## src/rtl/mips_pkg.sv

```systemverilog
// Shared MIPS pipeline definitions: datapath defaults, load-size encodings
// and the writeback write-once FSM states.
package mips_pkg;

  localparam int DATA_W = 32;
  localparam int REG_AW = 4;

  localparam logic [1:0] LD_WORD = 2'b00;
  localparam logic [1:0] LD_HALF = 2'b01;
  localparam logic [1:0] LD_BYTE = 2'b10;

  typedef enum logic [1:0] {
    WB_IDLE  = 2'b00,
    WB_WRITE = 2'b01,
    WB_HELD  = 2'b10
  } wb_state_t;

endpackage

```

## src/rtl/wb_load_ext.sv

```systemverilog
// Little-endian load lane extraction with sign/zero extension.
// Purely combinational; sits in front of the MEM/WB register.
module wb_load_ext
  import mips_pkg::*;
(
  input  logic [31:0] rdata,
  input  logic [1:0]  addr,
  input  logic [1:0]  size,
  input  logic        ld_unsigned,
  output logic [31:0] ext
);

  logic [7:0]  byte_sel;
  logic [15:0] half_sel;

  assign byte_sel = rdata[{addr, 3'b000} +: 8];
  assign half_sel = rdata[{addr[1], 4'b0000} +: 16];

  always_comb begin
    ext = rdata;
    case (size)
      LD_BYTE: ext = {{24{~ld_unsigned & byte_sel[7]}}, byte_sel};
      LD_HALF: ext = {{16{~ld_unsigned & half_sel[15]}}, half_sel};
      default: ext = rdata;  // LD_WORD and the unused 2'b11 encoding
    endcase
  end

endmodule

```

## src/rtl/wb_stage.sv

```systemverilog
// MEM/WB pipeline register and writeback stage with a write-once FSM.
// Optional retired-instruction counter enabled by WB_RETIRE_CNT_EN.
module wb_stage
  import mips_pkg::*;
#(
  parameter int DATA_W = mips_pkg::DATA_W,
  parameter int REG_AW = mips_pkg::REG_AW
) (
  input  logic              clk,
  input  logic              rst,
  input  logic              stall,
  input  logic              flush,
  input  logic              mem_valid,
  input  logic              mem_RegWrite,
  input  logic              mem_MemtoReg,
  input  logic [REG_AW-1:0] mem_Wreg,
  input  logic [DATA_W-1:0] mem_alu_result,
  input  logic [DATA_W-1:0] mem_rdata,
  input  logic [1:0]        mem_ld_size,
  input  logic              mem_ld_unsigned,
  output logic              RegWrite,
  output logic [REG_AW-1:0] Wreg,
  output logic [DATA_W-1:0] Wdata,
  output logic              wb_valid
`ifdef WB_RETIRE_CNT_EN
  ,
  output logic [31:0]       retire_cnt
`endif
);

  wb_state_t         state_reg, state_next;
  logic [REG_AW-1:0] wreg_reg;
  logic [DATA_W-1:0] wdata_reg;
  logic              valid_reg;
  logic [31:0]       load_ext;
  logic [DATA_W-1:0] data_sel;
  logic              intent;

  wb_load_ext u_load_ext (
    .rdata       (mem_rdata),
    .addr        (mem_alu_result[1:0]),
    .size        (mem_ld_size),
    .ld_unsigned (mem_ld_unsigned),
    .ext         (load_ext)
  );

  assign data_sel = mem_MemtoReg ? load_ext : mem_alu_result;
  assign intent   = mem_valid & mem_RegWrite & (mem_Wreg != '0);

  always_ff @(posedge clk) begin
    if (rst) state_reg <= WB_IDLE;
    else     state_reg <= state_next;
  end

  // A stalled WRITE drops to HELD so the regfile sees exactly one write.
  always_comb begin
    state_next = state_reg;
    if (flush)
      state_next = WB_IDLE;
    else if (stall)
      state_next = (state_reg == WB_IDLE) ? WB_IDLE : WB_HELD;
    else
      state_next = intent ? WB_WRITE : WB_IDLE;
  end

  always_ff @(posedge clk) begin
    if (rst) begin
      wreg_reg  <= '0;
      wdata_reg <= '0;
      valid_reg <= 1'b0;
    end else begin
      if (!stall) begin
        wreg_reg  <= mem_Wreg;
        wdata_reg <= data_sel;
      end
      if (flush)
        valid_reg <= 1'b0;
      else if (!stall)
        valid_reg <= mem_valid;
    end
  end

  assign RegWrite = (state_reg == WB_WRITE);
  assign Wreg     = wreg_reg;
  assign Wdata    = wdata_reg;
  assign wb_valid = valid_reg;

`ifdef WB_RETIRE_CNT_EN
  logic [31:0] cnt_reg;

  always_ff @(posedge clk) begin
    if (rst)
      cnt_reg <= 32'd0;
    else if (!stall && valid_reg)
      cnt_reg <= cnt_reg + 32'd1;
  end

  assign retire_cnt = cnt_reg;
`endif

endmodule

```

## config.mk

```make
export PLATFORM = sky130hd
export DESIGN_NAME = wb_stage
export DESIGN_NICKNAME = d
export VERILOG_FILES = /design/src/rtl/mips_pkg.sv /design/src/rtl/wb_load_ext.sv /design/src/rtl/wb_stage.sv
export SDC_FILE = /design/constraint.sdc
export NUM_CORES = 1
export LEC_CHECK = 0
export ABC_AREA = 1
export CORE_UTILIZATION = 44
export DETAILED_ROUTE_END_ITERATION = 7
export GPL_ROUTABILITY_DRIVEN = 0
export PLACE_DENSITY_LB_ADDON = 0.15
export SYNTH_ARGS = -nofsm -noshare
export SYNTH_HDL_FRONTEND = slang
export SYNTH_SLANG_ARGS = --single-unit
```

## constraint.sdc

```tcl
create_clock -name clk -period 3.62 [get_ports clk]
set_input_delay 0.724 -clock clk [delete_from_list [all_inputs] [get_ports clk]]
set_output_delay 0.724 -clock clk [all_outputs]
set_load 0.01 [all_outputs]
```

After elaboration in Yosys (flattened, before gate mapping)
Cells that the tools add are included.
- bits in registers: 39
- output and inout bits: 38
- word-level logic and storage cells: 22
- equal/unequal tests: 3
- shifts and indexed selects: 2
- multiplexer cells: 5
- bitwise logic cells: 5
- reductions and logical operators: 3
- operator list (kind ; number):
    32-bit one-hot mux with 2 select lines ; 1
    32-bit 2-to-1 mux ; 1
    32-bit by 6-bit indexed part select with 16-bit output ; 1
    32-bit by 6-bit indexed part select with 8-bit output ; 1
    1-bit bitwise AND ; 4
    2-bit by 1-bit equality test with 1-bit output, second input constant ; 2
    2-bit 2-to-1 mux ; 2
    4-bit nonzero test ; 1
    2-bit equality test, second input constant ; 1
    2-bit logical NOT ; 1
    2-bit OR reduction ; 1
    1-bit 2-to-1 mux ; 1
    1-bit NOT ; 1

Depth between registers and ports, before layout
- depth after elaboration: 4
- depth in mapped cells: 13
- mapped depth without buffers: 12

By module
A second synthesis with hierarchy kept.
- cells, all modules: 481
- area total of the unflattened synthesis: 2611.3 sq um
- by module, submodules not included (module ; instances ; cells each ; area each (sq um)):
    wb_stage ; 1 ; 311 ; 1894.3
    wb_load_ext ; 1 ; 170 ; 716.9

Least setup slack after synthesis
Ideal clock, no wire load.
- path kind: in2reg
- start point: input mem_ld_size[0]
- end point: register wdata_reg[1], in the netlist Wdata[1]
- setup time: 113 ps
- arrival time: 1826 ps
- required time: 3507 ps
- slack: 1681 ps
- stages on the path: 11
- cells stage by stage: inv_1 -> ha_1 -> buf_4 -> inv_1 -> nand3_1 -> nand3_1 -> nand2_1 -> nand2_1 -> nand3_1 -> nand2_1 -> nand2_1
- longest elaborated chain between the ends: 3
- elaborated cells between the ends (all ways): 4
- those cells by class: 2 x eq/ne; 2 x mux
- ends and longest elaborated chain (element ; line ; RTL):
    start: declaration ; wb_stage.sv:19 ; input logic [1:0] mem_ld_size,
    2-bit by 1-bit equality test with 1-bit output or 2-bit equality test (tied branches) ; wb_load_ext.sv:21 ; case (size)
    32-bit one-hot mux with 2 select lines * ; wb_load_ext.sv:21 ;
    32-bit 2-to-1 mux * ; wb_stage.sv:47 ; assign data_sel = mem_MemtoReg ? load_ext : mem_alu_result;
    end signal: assignment ; wb_stage.sv:74 ; wdata_reg <= data_sel;
    end: declaration ; wb_stage.sv:33 ; logic [DATA_W-1:0] wdata_reg;
Every way passes the cells marked *; elsewhere a longest branch is shown, timed or not.
A chain may end at the register's enable or synchronous reset.

Worst setup path after layout
- start point: input mem_ld_size[0]
- end point: register wdata_reg[6], in the netlist Wdata[6]
The elaborated chain is that of the path after synthesis.

==> flow_summary.ini <==
[synth]
syn-num-nets = 468
ys.warnings.count = 0
synth_compound_area_share_pct = 11.9
synth_adder_area_share_pct = 1.05
synth.cell_area_mm2 = 0.00238
avgSynthCellArea_um2 = 6.12
synth_xor_area_share_pct = 0
synth_top_cell_by_area = dfxtp_1
synth.area.mux_share_pct = 0
yosysSeqAreaShare_pct = 32.9
yosys.area.top_type_share_pct = 32.9
syn_inst = 388
synthTopCellsByArea = dfxtp_1 33%, nand2_1 24%, nor2_1 8.8%
ys_seq_elements = 39
ys_types = 25
synth_top_family_by_area = simple AND/OR/NAND/NOR gates
synthSimpleGateAreaFrac_pct = 45.8

[setup_path]
critical_path_required_ns = 3.87
crit_path_start_kind = input port
crit_fanout = 19
cp_common_cell = nand3_1
cp_data_arrival_time_ns = 2.86
crit_chain = clkdlybuf4s50_1 > inv_1 > ha_1 > inv_1 > nand3_1 > nand3_1 > nand3_1 > o211ai_1 > nand2_1
cp_top_family = buffers and inverters
cpMaxStageDelayCell = ha_1
path_buf_inv = 3
end_kind = register
slowest_delay_ns = 0.68
criticalPathCategory = input port to register

[layout]
largest_register_ffs = 32
final_cell_area_mm2 = 0.00362
diodes = 0
final_cell_mix = 149 x nand2_1, 115 x clkdlybuf4s50_1, 56 x nor2_1, 39 x dfxtp_1, 32 x a21oi_1
drive_gt1_share_pct = 7.09
final_common_cell = nand2_1
area_growth_pct = 52.2
final_nets = 573

[placement]
post-place-ws_ns = 0.759
place_area_mm2 = 0.00353
hpwl_mm = 5.40
portBuffers = 115

[global_routing]
grt_pass1_wl_mm = 11.5
grt_pass1_vias = 2539
gr-total-overflow = 0
antenna_found_initial = 0
grtUsageTotal_pct = 26.4
grt_max_degree = 41

[timing]
tightest_slew_ns = 0.754
rsz0062_at_grt = false
timing.final.crit_share_pct = 72.0
period_needed_ns = 2.61
max_slew_margin_pct = 49.4
final_max_slew_viol_count = 0
finalSetupTns_ns = 0
setup_slack_ns = 1.01
finalHoldViolCount = 0
finalSetupViolCount = 0
fmax_ghz = 0.384
clock_skew_ns = 0.000109

[cts]
clock-sinks = 39
clk_latency_ns = 0.30
clk_pin_slew_ns = 0.08
post-cts-setup-buffer-count = 0
cts_buffers = 5
cts_max_path_buffers = 2
cts_tree = yes
clock-root-buffer = clkbuf_8
cts-resized-gates = 0
htree_levels = 2
ctsHoldBuffers = 0

[min_path]
hp-class = register to register

[floorplan]
initial_core_util_pct = 46.2
design.die.area_mm2 = 0.00570
io_pins = 116
core_mm2 = 0.00514
die_h_um = 75.5
num_rows = 26
die_w_um = 75.5

[route]
first_pass_iters = 5
routedWlPerCell_um = 13.1
viasPerCell = 5.00
drtAntennaViolNets = 0
drt_iter0_markers = 117
drc = 0
drt-total-wl_mm = 7.38
vias = 2821

[pwr]
peakVddDrop_v = 0.000161
p_comb_share_pct = 31.2
powerDensity_mw_per_mm2 = 310
p_clk_share_pct = 26.3
intPower_w = 0.000776
p_leak_nw = 1.72
p_seq_share_pct = 42.5
sw_frac_of_total_pct = 30.7
switchingPower_w = 0.000344

[status]
outcome = finished, final reports clean

[job]
maxCapViolations = 0
cell usage after synthesis:
master    number
o211ai_1       5
inv_6          1
nand2_4        8
nand3_1       21
ha_1           2
inv_1         20
nor2_1        56
dfxtp_1       39
o21ai_1        1
nand2_1      149
nor3_1         1
or2_2          1
nor2_2         1
nand2_2       12
clkinv_1       1
buf_2          2
buf_12         1
buf_6          1
nor4_1         3
clkbuf_1      15
buf_4          2
nor2_4         1
a22o_1         4
o21ai_0        9
a21oi_1       32
metal layers:
layer  up-vias  share of wire [%]  wire, um  global-route usage [%]
li1       1428                  -         -                       -
met1      1237                 44      3250                    33.5
met2       132                 45      3300                    42.7
met3        24                8.6       637                    7.01
met4         0                2.7       199                    10.7
met5         -                  0         0                       0
worst min-delay path: cells and delay by family, from the launching register on:
kind	cells	cell delay, ns
flip-flops	1	0.31
AND/OR/NAND/NOR	2	0.10
through the flow:
| stage | util, % | total power (W) | std cells | hold WS [ns] |
|---|---|---|---|---|
| final | 70.4 | 0.00112 | 564 | 0.456 |
| after global routing | 70.4 | 0.00118 | 564 | 0.477 |
| after CTS | 70.4 | 0.00112 | 564 | 0.458 |
| after detailed placement | 68.7 | 0.000830 | 556 | 0.444 |
| after global placement | 68.7 | 0.000827 | 556 | 0.437 |
| after floorplan | - | 0.000652 | 388 | 0.474 |
final timing paths:
check / from / endpoint / slack, ns / depth (start not counted)
max: mem_ld_size[0] / Wdata[6]$_SDFFE_PP0N_ / 1.01 / 9
min: Wdata[23]$_SDFFE_PP0N_ / Wdata[23]$_SDFFE_PP0N_ / 0.46 / 2
max reg2reg: wb_valid$_SDFFE_PP0N_ / wb_valid$_SDFFE_PP0N_ / 2.96 / 2
min reg2reg: Wdata[23]$_SDFFE_PP0N_ / Wdata[23]$_SDFFE_PP0N_ / 0.46 / 2
cell type report:
type	count	area, um2
Clock inverter	2	12.5
Sequential cell	39	781
Multi-Input combinational cell	306	1400
Inverter	22	87.6
Tap cell	70	87.6
Fill cell	474	1520
Timing Repair Buffer	119	1180
Clock buffer	6	72.6
power groups by stage:
stage | clock [W] | sequential [W] | combinational, W
2_1_floorplan | 0 | 0.000497 | 0.000155
3_3_place_gp | 0 | 0.000485 | 0.000343
3_5_place_dp | 0 | 0.000484 | 0.000346
4_1_cts | 0.000299 | 0.000475 | 0.000349
5_1_grt | 0.000321 | 0.000479 | 0.000385
6_report | 0.000295 | 0.000476 | 0.000349
cell families after synthesis:
group	Yosys count
DFF	39
and+or+nand+nor	253
buffers and inverters	43
AOI/OAI and AO/OA	51
adders and majority gates	2
(Power assumes the default switching activity.)
